<file path="src/rtl/uart_rx_os.sv">
// uart_rx_os: oversampling UART receiver with 2-of-3 majority voting per bit,
// runtime parity selection, 1/2 stop bits and a valid/ready output with error flags.
// Optional feature macro: UART_RX_BREAK_EN (break detection and BREAK state).
module uart_rx_os #(
   parameter int DATA_WIDTH    = 8,
   parameter int DIVIDER_WIDTH = 32,
   parameter int OVERSAMPLE    = 16,
   parameter int SYNC_STAGES   = 2
) (
   input  logic                     clk_i,
   input  logic                     rst_i,
   input  logic [DIVIDER_WIDTH-1:0] clk_divider_i,
   input  logic                     parity_odd_i,
   input  logic                     parity_even_i,
   input  logic                     stop2_i,
   input  logic                     rx_i,
   output logic [DATA_WIDTH-1:0]    m_axis_tdata_o,
   output logic                     m_axis_tvalid_o,
   input  logic                     m_axis_tready_i,
   output logic                     parity_err_o,
   output logic                     frame_err_o,
   output logic                     overrun_o,
   output logic                     break_o
);

   localparam int OSW = $clog2(OVERSAMPLE);
   localparam int BW  = $clog2(DATA_WIDTH + 1);
   localparam logic [OSW-1:0] SMP0  = OSW'(OVERSAMPLE / 2 - 1);
   localparam logic [OSW-1:0] SMP1  = OSW'(OVERSAMPLE / 2);
   localparam logic [OSW-1:0] SMP2  = OSW'(OVERSAMPLE / 2 + 1);
   localparam logic [OSW-1:0] OSTOP = OSW'(OVERSAMPLE - 1);

   typedef enum logic [2:0] {
      S_IDLE,
      S_START,
      S_DATA,
      S_PARITY,
`ifdef UART_RX_BREAK_EN
      S_STOP,
      S_BREAK
`else
      S_STOP
`endif
   } state_t;

   state_t                   state_q, state_d;
   logic [SYNC_STAGES-1:0]   sync_q;
   logic                     rx_prev_q;
   logic [DIVIDER_WIDTH-1:0] tick_cnt_q, div_q;
   logic [OSW-1:0]           os_cnt_q;
   logic [1:0]               samp_q;
   logic [BW-1:0]            bit_cnt_q, bit_cnt_d;
   logic [DATA_WIDTH-1:0]    shreg_q, shreg_d;
   logic                     par_en_q, par_odd_q, stop2_q;
   logic                     stop_idx_q, stop_idx_d;
   logic                     perr_q, perr_d, ferr_q, ferr_d;
   logic [DATA_WIDTH-1:0]    tdata_q;
   logic                     tvalid_q, operr_q, oferr_q, overrun_q;

   logic                     rx_s, start_edge, tick, vote, bit_end, exp_par, done;
   logic                     at_s0, at_s1, at_s2;
   logic [DIVIDER_WIDTH-1:0] div_live, div_top;

`ifdef UART_RX_BREAK_EN
   logic                     zero_q, zero_d, brk, break_q;
   logic [OSW-1:0]           hi_cnt_q, hi_cnt_d;
`endif

   assign rx_s       = sync_q[SYNC_STAGES-1];
   assign div_live   = (clk_divider_i == '0) ? DIVIDER_WIDTH'(1) : clk_divider_i;
   assign div_top    = ((state_q == S_IDLE) ? div_live : div_q) - DIVIDER_WIDTH'(1);
   // >= keeps the counter sane if the live divider shrinks while idling
   assign tick       = (tick_cnt_q >= div_top);
   assign start_edge = (state_q == S_IDLE) && rx_prev_q && !rx_s;
   assign at_s0      = tick && (os_cnt_q == SMP0);
   assign at_s1      = tick && (os_cnt_q == SMP1);
   assign at_s2      = tick && (os_cnt_q == SMP2);
   assign bit_end    = tick && (os_cnt_q == OSTOP);
   // the third sample is taken live, so the vote is ready on the at_s2 cycle
   assign vote       = (samp_q[0] & samp_q[1]) | (samp_q[0] & rx_s) | (samp_q[1] & rx_s);
   assign exp_par    = par_odd_q ? ~^shreg_q : ^shreg_q;

   // rx_i synchroniser plus previous-value flop for start-edge detection
   always_ff @(posedge clk_i) begin
      if (rst_i) begin
         sync_q    <= '1;
         rx_prev_q <= 1'b1;
      end else begin
         sync_q    <= {sync_q[SYNC_STAGES-2:0], rx_i};
         rx_prev_q <= rx_s;
      end
   end

   // tick/oversample counters, mid-bit samples and per-frame config capture
   always_ff @(posedge clk_i) begin
      if (rst_i) begin
         tick_cnt_q <= '0;
         os_cnt_q   <= '0;
         div_q      <= '0;
         samp_q     <= '0;
         par_en_q   <= 1'b0;
         par_odd_q  <= 1'b0;
         stop2_q    <= 1'b0;
      end else begin
         if (start_edge) begin
            tick_cnt_q <= '0;
            os_cnt_q   <= '0;
            div_q      <= div_live;
            par_en_q   <= parity_odd_i | parity_even_i;
            par_odd_q  <= parity_odd_i;
            stop2_q    <= stop2_i;
         end else begin
            tick_cnt_q <= tick ? '0 : tick_cnt_q + DIVIDER_WIDTH'(1);
            if (state_q == S_IDLE)
               os_cnt_q <= '0;
            else if (tick)
               os_cnt_q <= (os_cnt_q == OSTOP) ? '0 : os_cnt_q + OSW'(1);
         end
         if (at_s0) samp_q[0] <= rx_s;
         if (at_s1) samp_q[1] <= rx_s;
      end
   end

   // frame FSM state and frame-accumulated datapath
   always_ff @(posedge clk_i) begin
      if (rst_i) begin
         state_q    <= S_IDLE;
         bit_cnt_q  <= '0;
         shreg_q    <= '0;
         stop_idx_q <= 1'b0;
         perr_q     <= 1'b0;
         ferr_q     <= 1'b0;
`ifdef UART_RX_BREAK_EN
         zero_q     <= 1'b0;
         hi_cnt_q   <= '0;
`endif
      end else begin
         state_q    <= state_d;
         bit_cnt_q  <= bit_cnt_d;
         shreg_q    <= shreg_d;
         stop_idx_q <= stop_idx_d;
         perr_q     <= perr_d;
         ferr_q     <= ferr_d;
`ifdef UART_RX_BREAK_EN
         zero_q     <= zero_d;
         hi_cnt_q   <= hi_cnt_d;
`endif
      end
   end

   // next-state and word-complete decode
   always_comb begin
      state_d    = state_q;
      bit_cnt_d  = bit_cnt_q;
      shreg_d    = shreg_q;
      stop_idx_d = stop_idx_q;
      perr_d     = perr_q;
      ferr_d     = ferr_q;
      done       = 1'b0;
`ifdef UART_RX_BREAK_EN
      zero_d     = zero_q;
      hi_cnt_d   = hi_cnt_q;
      brk        = 1'b0;
`endif
      case (state_q)
         S_IDLE: begin
            bit_cnt_d  = '0;
            stop_idx_d = 1'b0;
            perr_d     = 1'b0;
            ferr_d     = 1'b0;
`ifdef UART_RX_BREAK_EN
            zero_d     = 1'b1;
`endif
            if (start_edge) state_d = S_START;
         end
         S_START: begin
            // a high mid-bit vote means the falling edge was a glitch
            if (at_s2 && vote) state_d = S_IDLE;
            else if (bit_end)  state_d = S_DATA;
         end
         S_DATA: begin
            if (at_s2) begin
               shreg_d = {vote, shreg_q[DATA_WIDTH-1:1]};
`ifdef UART_RX_BREAK_EN
               zero_d  = zero_q & ~vote;
`endif
            end
            if (bit_end) begin
               if (bit_cnt_q == BW'(DATA_WIDTH - 1)) begin
                  bit_cnt_d = '0;
                  state_d   = par_en_q ? S_PARITY : S_STOP;
               end else begin
                  bit_cnt_d = bit_cnt_q + BW'(1);
               end
            end
         end
         S_PARITY: begin
            if (at_s2) begin
               perr_d = (vote != exp_par);
`ifdef UART_RX_BREAK_EN
               zero_d = zero_q & ~vote;
`endif
            end
            if (bit_end) state_d = S_STOP;
         end
         S_STOP: begin
            if (at_s2) begin
               ferr_d = ferr_q | ~vote;
               // leave at the mid-point of the last stop bit so a back-to-back start edge is seen
               if (stop_idx_q == stop2_q) begin
                  done    = 1'b1;
                  state_d = S_IDLE;
               end
`ifdef UART_RX_BREAK_EN
               if (!stop_idx_q && zero_q && !vote) begin
                  done     = 1'b0;
                  brk      = 1'b1;
                  hi_cnt_d = '0;
                  state_d  = S_BREAK;
               end
`endif
            end else if (bit_end) begin
               stop_idx_d = 1'b1;
            end
         end
`ifdef UART_RX_BREAK_EN
         S_BREAK: begin
            // wait for one full bit time of continuous idle-high line
            if (tick) begin
               if (!rx_s) begin
                  hi_cnt_d = '0;
               end else if (hi_cnt_q == OSTOP) begin
                  hi_cnt_d = '0;
                  state_d  = S_IDLE;
               end else begin
                  hi_cnt_d = hi_cnt_q + OSW'(1);
               end
            end
         end
`endif
         default: state_d = S_IDLE;
      endcase
   end

   // output holding register with overrun drop policy
   always_ff @(posedge clk_i) begin
      if (rst_i) begin
         tdata_q   <= '0;
         tvalid_q  <= 1'b0;
         operr_q   <= 1'b0;
         oferr_q   <= 1'b0;
         overrun_q <= 1'b0;
      end else begin
         overrun_q <= 1'b0;
         if (done) begin
            if (tvalid_q && !m_axis_tready_i) begin
               overrun_q <= 1'b1;
            end else begin
               tdata_q  <= shreg_q;
               operr_q  <= perr_q;
               oferr_q  <= ferr_d;
               tvalid_q <= 1'b1;
            end
         end else if (tvalid_q && m_axis_tready_i) begin
            tvalid_q <= 1'b0;
         end
      end
   end

`ifdef UART_RX_BREAK_EN
   // one-cycle break pulse
   always_ff @(posedge clk_i) begin
      if (rst_i) break_q <= 1'b0;
      else       break_q <= brk;
   end
   assign break_o = break_q;
`else
   assign break_o = 1'b0;
`endif

   assign m_axis_tdata_o  = tdata_q;
   assign m_axis_tvalid_o = tvalid_q;
   assign parity_err_o    = operr_q;
   assign frame_err_o     = oferr_q;
   assign overrun_o       = overrun_q;

endmodule

</file>
<file path="config.mk">
export PLATFORM = sky130hd
export DESIGN_NAME = uart_rx_os
export DESIGN_NICKNAME = d
export VERILOG_FILES = /design/src/rtl/uart_rx_os.sv
export SDC_FILE = /design/constraint.sdc
export NUM_CORES = 1
export LEC_CHECK = 0
export ABC_AREA = 0
export BUFFER_PORTS_ARGS = -buffer_cell sky130_fd_sc_hd__buf_2
export CORE_MARGIN = 4
export CORE_UTILIZATION = 55
export CTS_CLUSTER_SIZE = 24
export DETAILED_ROUTE_END_ITERATION = 16
export HOLD_SLACK_MARGIN = 0.15
export PLACE_DENSITY_LB_ADDON = 0.05
export RECOVER_POWER = 25
export REMOVE_ABC_BUFFERS = 1
export SLEW_MARGIN = 10
export SYNTH_ARGS = -nofsm -noshare
export SYNTH_HDL_FRONTEND = slang
export SYNTH_SLANG_ARGS = --single-unit
</file>
<file path="constraint.sdc">
create_clock -name clk_i -period 7.44 [get_ports clk_i]
set_clock_uncertainty 0.2 [all_clocks]
set_input_delay 0.372 -clock clk_i [delete_from_list [all_inputs] [get_ports clk_i]]
set_output_delay 0.372 -clock clk_i [all_outputs]
set_load 0.01 [all_outputs]
</file>
== Word-level counts from Yosys, hierarchy flattened ==
Cells that the tools add are included.
Word-level totals
  input port bits: 39
  bits in registers: 106
  logic and storage cells: 118
Cells by class
  bitwise operators: 10
  reductions and logical operators: 29
  equality and inequality tests: 22
  multiplexer cells: 31
  magnitude comparators: 1
  add/sub/neg operators: 4
Operators by type and width (count)
  32-bit two-way mux: 2
  32-bit by 1-bit adder with 32-bit output, second input constant: 1
  32-bit greater-or-equal comparator: 1
  32-bit zero test: 1
  32-bit by 1-bit subtractor with 32-bit output, second input constant: 1
  3-bit two-way mux: 9
  2-bit != test, second input constant: 10
  3-bit one-hot mux with 5 select lines: 1
  4-bit equality test, second input constant: 3
  1-bit two-way mux: 12
  4-bit two-way mux: 3
  2-bit AND reduction: 5
  1-bit logical AND: 9
  4-bit by 1-bit adder with 4-bit output, second input constant: 2
  4-bit by 3-bit equality test with 1-bit output, second input constant: 2
  4-bit one-hot mux with 2 select lines: 1
  2-bit nonzero test: 4
  8-bit XNOR reduction: 1
  8-bit XOR reduction: 1
  7-bit AND reduction: 1
  3-bit by 2-bit equality test with 1-bit output, second input constant: 2
  1-bit one-hot mux with 2 select lines: 3
  3-bit OR reduction: 2
  1-bit bitwise OR: 4
  11 further kinds: 16

== Depth between registers and ports, before layout ==
Gate-level depths: netlist (run 1).
  word-level depth: 10
  mapped depth: 24
  gate-level depth less buffers: 21

== Least setup slack after synthesis (run 1) ==
Ideal clock, no wire load.
  kind: reg-to-reg
  from: reg state_q[2]
  to: reg tick_cnt_q[14]
  path slack: 2513 ps
  data arrival time: 4662 ps
  setup time: 64 ps
  data required time: 7176 ps
  stages on the path, launching flop included: 24
  cell sequence: dfxtp_1 > buf_6 > nor3_4 > buf_2 > buf_2 > buf_1 > mux2i_1 > ha_1 > inv_1 > a2111oi_4 > nor2b_1 > xnor2_1 > nor2_1 > a21oi_1 > ha_1 > a211oi_1 > nor2_1 > a2111oi_2 > o211ai_1 > a21oi_1 > buf_4 > nand2_1 > buf_2 > nor2_1
On the way
  longest elaborated chain between the ends: 5
  elaborated cells on any way between the ends: 7
Ends and longest elaborated chain
  start: declaration: line 46  | state_t state_q, state_d;
  start signal: assignment: line 138  | state_q <= state_d;
  3-bit zero test *: line 71, 74
  32-bit two-way mux: line 71  | assign div_top = ((state_q == S_IDLE) ? div_live : div_q) - DIVIDER_WIDTH'(1);
  32-bit by 1-bit subtractor with 32-bit output: line 71
  32-bit greater-or-equal comparator: line 73  | assign tick = (tick_cnt_q >= div_top);
  3-bit OR reduction (no source line) *
  end signal: assignment: line 113  | tick_cnt_q <= tick ? '0 : tick_cnt_q + DIVIDER_WIDTH'(1);
  end: declaration: line 49  | logic [DIVIDER_WIDTH-1:0] tick_cnt_q, div_q;
Mark *: on every way between the ends. The rest lies on a longest branch, timed or not.
A chain may end at the register's enable or synchronous reset.

== Worst setup path after layout (run 1) ==
  from: reg state_q[0]
  to: reg tdata_q[7] (netlist: m_axis_tdata_o[7])
On the way
  longest elaborated chain between the ends: 8
  elaborated cells on any way between the ends: 9
Ends and longest elaborated chain
  3-bit zero test: line 71
  32-bit two-way mux: line 71
  32-bit by 1-bit subtractor with 32-bit output: line 71
  32-bit greater-or-equal comparator: line 73
  1-bit logical AND: line 77  | assign at_s2 = tick && (os_cnt_q == SMP2);
  1-bit two-way mux: line 207  | if (at_s2) begin
  1-bit two-way mux *: line 165  | case (state_q)
  2-bit AND reduction (no source line) *
  end signal: assignment: line 259  | tdata_q <= shreg_q;
  end: declaration: line 57  | logic [DATA_WIDTH-1:0] tdata_q;
Marked as above.

==> results.sh, run 1 <==
export IMPL_outcome="finished with violations"
export IMPL_violations="max-capacitance violations, max-slew violations"
export IMPL_viasPerCell=5.93
export IMPL_io_pins=52
export IMPL_intPower_mw=1.09
export IMPL_ys_async_sr_fraction_pct=0
export IMPL_dr_first_iter_drc_count=334
export IMPL_cts_hold_buf=37
export IMPL_start_util_pct=57.3
export IMPL_final_nets=868
export IMPL_stdcell_area_sq_um=7340
export IMPL_antenna_found_initial=0
export IMPL_critPathBufInv=1
export IMPL_ys_seq_area_share_pct=33.4
export IMPL_n_antenna_cell=0
export IMPL_areaGrowthSynthToFinish_pct=15.6
export IMPL_timing_setup_tns_ns=0
export IMPL_clock_sinks=106
export IMPL_netSwitchingFraction_pct=33.2
export IMPL_synth_area_sq_um=6350
export IMPL_r2r_start="state_q[0]"
export IMPL_core_area_sq_um=11100
export IMPL_synth_top_flop_cell="dfxtp_1"
export IMPL_drt_wl_total_um=15900
export IMPL_hold_violations=0
export IMPL_chipWidth_um=115
export IMPL_drive_above_1_share_pct=9.55
export IMPL_ys_warn_count=0
export IMPL_port_buffers=50
export IMPL_p_leak_nw=3.11
export IMPL_ys_types=71
export IMPL_drc_errors=0
export IMPL_pwr_density_cell_nw_per_um2=222
export IMPL_crit_arrival_ns=6.07
export IMPL_rsz0062_at_grt="false"
export IMPL_crit_top_cell="mux2i_1"
export IMPL_hpwl_um=11400
export IMPL_seqPwrFrac_pct=37.2
export IMPL_r2r_end="m_axis_tdata_o[7]"
export IMPL_max_freq_mhz=164
export IMPL_die_area_sq_um=13300
export IMPL_whs_path_depth=1
export IMPL_cp_slowest_cell="clkbuf_1"
export IMPL_p_switching_uw=541
export IMPL_clk_latency_ns=0.36
export IMPL_cp_start_kind="flop"
export IMPL_crit_family="compound AO/OA/AOI/OAI gates"
export IMPL_post_dp_cell_area_sq_um=6670
export IMPL_slew_headroom_pct=-23.8
export IMPL_multi_input_area_sq_um=4040
export IMPL_grt_pass1_wl_um=26200
export IMPL_crit_fanout=21
export IMPL_cts_root_buffer="clkbuf_16"
export IMPL_setup_viol=0
export IMPL_regArea_sq_um=2120
export IMPL_num_vias=5547
export IMPL_postCtsSetupBuffers=0
export IMPL_fill_cells=903
export IMPL_cts_buffer_depth=2
export IMPL_end_kind="flop"
export IMPL_gp_congestion=0.851
export IMPL_synth_edf_count=0
export IMPL_hold_start="sync_q[0]"
export IMPL_ant_nets=0
export IMPL_num_rows=38
export IMPL_critical_path_class="flop to flop"
export IMPL_cpPeakStageDelay_ns=1.00
export IMPL_cts_buffers=9
export IMPL_r2r_slack_ns=1.35
export IMPL_grt_max_degree=41
export IMPL_post_route_period_util_pct=81.9
export IMPL_hold_path_class="flop to flop"
export IMPL_grt_pass1_vias=5457
export IMPL_syn_instance_count=718
export IMPL_post_cts_resized=0
export IMPL_p_clk_share_pct=32.4
export IMPL_required_ns=7.42
export IMPL_r2r_cells=16
export IMPL_maxCapViolCount=2
export IMPL_hold_end="sync_q[1]"
export IMPL_grt_ovfl_total=0
export IMPL_htree_num_levels=3
export IMPL_syn_avg_cell_area_sq_um=8.84
export IMPL_tightestPinTransition_ns=1.86
export IMPL_fin_crit_ns=6.09
export IMPL_cts_tree="yes"
export IMPL_drt_first_pass_iters=5
export IMPL_critical_path_cell_chain="or3_1 -> clkbuf_1 -> mux2i_1 -> a2111oi_4 -> nand2_4 -> nor4_1 -> xor2_1 -> mux2i_1 -> ha_1 -> nand2_1 -> nor3_1 -> o311a_1 -> and3_1 -> a32o_1 -> mux2i_1 -> nor2_1"
export IMPL_dieHeight_um=115
export IMPL_p_comb_share_pct=30.4
export IMPL_maxSlewViolCount=79
export IMPL_clk_pin_slew_ns=0.08
export IMPL_ys_seq_elements=106
export IMPL_wl_per_cell_um=17.0
export IMPL_ir_drop_v=0.000181
export IMPL_grt_use_total_pct=24.6
sequential cells by signal, summed over array words and instances (netlist names), 2 cells and up:
signal / flops
m_axis_tdata_o: 8
tick_cnt_q: 32
bit_cnt_q: 4
state_q: 3
shreg_q: 8
samp_q: 2
os_cnt_q: 4
div_q: 32
sync_q: 2
power by group through the flow:
stage          clock (mW)  sequential, mW  combinational (mW)
2_1_floorplan           0           0.612               0.354
3_3_place_gp            0           0.618               0.472
3_5_place_dp            0           0.619               0.477
4_1_cts             0.541           0.606               0.496
5_1_grt             0.562           0.609               0.545
6_report            0.528           0.607               0.495
stage by stage:
| step | power (mW) | cells | hold WS, ns | setup slack [ns] | utilization, % |
|---|---|---|---|---|---|
| 5_1_grt | 1.72 | 936 | 0.230 | 0.893 | 66.3 |
| 4_1_cts | 1.64 | 936 | 0.221 | 1.81 | 66.5 |
| 6_report | 1.63 | 936 | 0.219 | 1.35 | 66.3 |
| 3_3_place_gp | 1.09 | 883 | 0.196 | 2.15 | 60.2 |
| 3_5_place_dp | 1.10 | 883 | 0.202 | 2.00 | 60.2 |
| 2_1_floorplan | 0.966 | 686 | 0.189 | 1.69 | - |
worst reg2reg max path, stage by stage, from the launching register on:
cell	delay, ns
dfxtp_1	0.61
or3_1	0.23
clkbuf_1	1.00
mux2i_1	0.44
a2111oi_4	0.78
nand2_4	0.13
nor4_1	0.27
xor2_1	0.18
mux2i_1	0.09
ha_1	0.28
nand2_1	0.06
nor3_1	0.22
o311a_1	0.38
and3_1	0.20
a32o_1	0.55
mux2i_1	0.26
nor2_1	0.06
Yosys cell counts, types with 18 or more instances:
library cell	instances	share of area, %
nor3_1	20	1.6
and3_1	18	1.8
xnor2_1	35	4.8
nand2_1	44	2.6
nor2_1	84	5.0
dfxtp_1	106	33
xor2_1	41	5.7
mux2i_1	50	7.9
nand3_1	32	2.5
a22o_1	34	4.7
a21oi_1	23	1.8
ha_1	38	7.5
kinds of logic after synthesis:
group           after synthesis  synth area share, %
simple gates                292                 23.9
compound gates              112                 13.3
flops                       106                 33.4
xor+xnor                     76                 10.5
mux                          51                 8.06
buf+inv                      41                 3.13
fa+ha+maj                    39                 7.65
other cells                   1               0.0591
area by class of cell:
cell class | count | area share [%]
clock buffer | 10 | 3.12
clock inverter | 6 | 1.31
inverter | 9 | 0.460
multi-input combinational | 571 | 55.0
sequential | 106 | 28.9
tap | 140 | 2.39
timing repair buffer | 94 | 8.84
how the worst max path moves through the flow:
stage | startpoint | endpoint | depth (start not counted)
after floorplan | state_q[0] | tick_cnt_q[10] | 17
after global placement | clk_divider_i[1] | m_axis_tdata_o[0] | 21
after detailed placement | clk_divider_i[1] | m_axis_tdata_o[7] | 22
after CTS | clk_divider_i[1] | m_axis_tdata_o[7] | 23
after global routing | state_q[0] | parity_err_o | 16
final | state_q[0] | m_axis_tdata_o[7] | 16
layer usage:
metal | global-route usage [%] | wire length [um] | vias to the layer above
met2 | 39.9 | 7320 | 159
met3 | 5.07 | 861 | 38
met5 | 0 | 0 | -
met1 | 31.4 | 7150 | 2601
met4 | 12.0 | 530 | 0
li1 | - | - | 2749
cell usage in the layout, fill, tap and decap left out, types with 7 or more instances in the layout:
| cell type | Yosys | routed |
|---|---|---|
| nand2b_1 | 16 | 16 |
| and3_1 | 18 | 18 |
| dfxtp_1 | 106 | 106 |
| nor4_1 | 9 | 9 |
| dlygate4sd3_1 | 0 | 37 |
| xnor2_1 | 35 | 35 |
| nand3_1 | 32 | 32 |
| a21oi_1 | 23 | 23 |
| mux2i_1 | 50 | 50 |
| nand2_1 | 44 | 44 |
| buf_2 | 9 | 37 |
| nand4_1 | 17 | 17 |
| or3_1 | 7 | 7 |
| xor2_1 | 41 | 41 |
| a22o_1 | 34 | 34 |
| nor3_1 | 20 | 20 |
| nor2_1 | 84 | 83 |
| clkbuf_1 | 15 | 16 |
| clkbuf_16 | 0 | 9 |
| inv_1 | 9 | 9 |
| o21ai_0 | 14 | 14 |
| ha_1 | 38 | 38 |
Note: power is estimated with default switching activity, not from simulation.
==> run 2: changes to the inputs <==
- ABC_AREA: 0 -> 1
- clock period: 7.44 -> 5.2 ns (I/O delays scaled with it)
==> results.sh, run 2 <==
export IMPL_outcome="finished with violations"
export IMPL_violations="max-capacitance violations, max-slew violations"
export IMPL_hpwl_um=11500
export IMPL_max_freq_mhz=208
export IMPL_ys_seq_area_share_pct=32.1
export IMPL_synth_most_common_cell="nand2_1"
export IMPL_grt_max_degree=54
export IMPL_ys_seq_elements=106
export IMPL_cts_buffers=9
export IMPL_maxCapViolCount=1
export IMPL_p_leak_nw=3.21
export IMPL_seqPwrFrac_pct=29.0
export IMPL_synth_simple_gate_area_share_pct=30.5
export IMPL_hold_path_class="flop to flop"
export IMPL_die_area_sq_um=13900
export IMPL_netSwitchingFraction_pct=44.0
export IMPL_final_nets=1123
export IMPL_drt_first_pass_iters=5
export IMPL_synthMuxAreaShare_pct=0
export IMPL_areaGrowthSynthToFinish_pct=15.7
export IMPL_clk_pin_slew_ns=0.08
export IMPL_syn_instance_count=964
export IMPL_synth_top_family_by_area="simple AND/OR/NAND/NOR gates"
export IMPL_synth_common_cells="nand2_1 (184), inv_1 (136), dfxtp_1 (106)"
export IMPL_num_rows=39
export IMPL_synth_area_sq_um=6620
export IMPL_intPower_mw=1.69
export IMPL_core_area_sq_um=11600
export IMPL_cp_start_kind="primary input"
export IMPL_clk_latency_ns=0.36
export IMPL_io_pins=52
export IMPL_crit_arrival_ns=4.90
export IMPL_gp_congestion=0.942
export IMPL_top_regs="div_q (32), tick_cnt_q (32)"
export IMPL_grt_ovfl_total=0
export IMPL_start_util_pct=57.0
export IMPL_rsz0062_at_grt="false"
export IMPL_viasPerCell=5.20
export IMPL_ys_types=44
export IMPL_drt_wl_total_um=15900
export IMPL_final_common_cell="nand2_1"
export IMPL_drc_errors=0
export IMPL_p_switching_mw=1.33
export IMPL_grt_use_total_pct=23.2
export IMPL_required_ns=5.29
export IMPL_grt_pass1_vias=5923
export IMPL_n_antenna_cell=0
export IMPL_cts_root_buffer="clkbuf_16"
export IMPL_hold_violations=0
export IMPL_yosys_area_top_type="dfxtp_1"
export IMPL_fill_cells=1096
export IMPL_synth_xor_area_share_pct=5.69
export IMPL_htree_num_levels=3
export IMPL_dieHeight_um=118
export IMPL_port_buffers=50
export IMPL_r2r_start="state_q[0]"
export IMPL_pwr_density_cell_nw_per_um2=394
export IMPL_ys_warn_count=0
export IMPL_drive_above_1_share_pct=11.8
export IMPL_cts_tree="yes"
export IMPL_p_clk_share_pct=23.9
export IMPL_syn_avg_cell_area_sq_um=6.86
export IMPL_regArea_sq_um=2120
export IMPL_end_kind="flop"
export IMPL_antenna_found_initial=0
export IMPL_ir_drop_v=0.000255
export IMPL_place_ws_ns=0.160
export IMPL_chipWidth_um=118
export IMPL_multi_input_area_sq_um=3820
export IMPL_synth_top_flop_cell="dfxtp_1"
export IMPL_final_cell_mix="nand2_1 (183), inv_1 (136), dfxtp_1 (106), nor2_1 (97), o21ai_0 (73)"
export IMPL_critical_path_class="primary input to flop"
export IMPL_setup_viol=0
export IMPL_num_vias=6205
export IMPL_ys_async_sr_fraction_pct=0
export IMPL_crit_fanout=11
export IMPL_synth_edf_count=0
export IMPL_maxSlewViolCount=54
export IMPL_dr_first_iter_drc_count=364
export IMPL_crit_start="clk_divider_i[20]"
export IMPL_synthTopCellsByArea="dfxtp_1 (32%), nand2_1 (10%), inv_1 (7.7%), ha_1 (7.2%), o21ai_0 (5.5%)"
export IMPL_slew_headroom_pct=-55.1
export IMPL_clock_sinks=106
export IMPL_wl_per_cell_um=13.3
export IMPL_grt_pass1_wl_um=26800
export IMPL_synthAdderAreaFrac_pct=7.18
export IMPL_fin_crit_ns=4.81
export IMPL_cts_buffer_depth=2
export IMPL_p_comb_share_pct=47.0
export IMPL_timing_setup_tns_ns=0
export IMPL_hold_start="sync_q[0]"
export IMPL_finalWorstSetupSlack_ns=0.390
export IMPL_synth_compound_area_share_pct=14.0
export IMPL_post_route_period_util_pct=92.5
export IMPL_tightestPinTransition_ns=2.33
export IMPL_synth_top_area_share_pct=32.1
export IMPL_ant_nets=0
[run 2: logic make-up after synthesis]
group / after synthesis
compound gates: 169
xor+xnor: 43
fa+ha+maj: 38
buf+inv: 173
flops: 106
other cells: 1
simple gates: 434
[run 2: routing by layer]
layer	vias to the layer above	wire length, um	global-route usage (%)
li1	3288	-	-
met5	-	0	0
met1	2768	7320	28.4
met4	0	365	6.81
met3	29	600	5.57
met2	120	7580	40.2
[run 2: stage by stage]
step	power, mW	hold slack [ns]	area, sq um	instances	utilization [%]
finish	3.01	0.219	7660	1194	66.0
global route	3.26	0.241	7660	1194	66.0
global placement	2.26	0.194	6960	1139	59.9
CTS	3.01	0.220	7650	1194	65.9
detailed placement	2.26	0.201	6960	1139	59.9
floorplan	1.95	0.129	6480	940	-
[run 2: worst max-delay path, stage by stage]
cell and delay, ns:
dlygate4sd3_1 0.55, buf_2 0.15, nor4_1 0.39, nand4_1 0.19, o21bai_1 0.28, o21ai_2 0.09
ha_1 0.22, nand2_1 0.15, nor2_2 0.07, nand3_2 0.13, nor2_4 0.07, nand2_2 0.08
nor2_2 0.05, xor2_1 0.14, ha_1 0.28, nand2_1 0.06, nor2_1 0.14, nand4_1 0.09
nor2_1 0.09, nand2_1 0.07, nand2_2 0.20, nand2_1 0.23, nor3_2 0.25, nand2_2 0.23
clkinvlp_4 0.23, nand2_1 0.07, a21oi_1 0.12
[run 2: path summary, 6_finish.rpt]
kind	cells after the start	to	slack [ns]
max	27	m_axis_tdata_o[1]	0.39
min	1	sync_q[1]	0.22
max reg2reg	26	m_axis_tdata_o[1]	0.43
min reg2reg	1	sync_q[1]	0.22
[run 2: timing repair]
item                                    CTS  global route
setup buffers                             0             0
resized for setup                         0             5
endpoints found under the setup margin    0            14
hold endpoints to repair                 50             0
hold buffers                             39             0
[run 2: power groups by stage]
| stage | registers, mW | logic (mW) | clock network, mW |
|---|---|---|---|
| after floorplan | 0.889 | 1.06 | 0 |
| after global placement | 0.893 | 1.36 | 0 |
| after detailed placement | 0.894 | 1.37 | 0 |
| after CTS | 0.875 | 1.40 | 0.736 |
| after global routing | 0.881 | 1.61 | 0.770 |
| final | 0.875 | 1.42 | 0.721 |
[run 2: area by class of cell]
cell class              count  area share, %
clock buffers               9           2.94
clock inverters             7           1.09
inverters                 149           7.35
multi-input cells         685           49.8
flip-flops and latches    106           27.7
well taps                 143           2.34
repair buffers             95           8.76
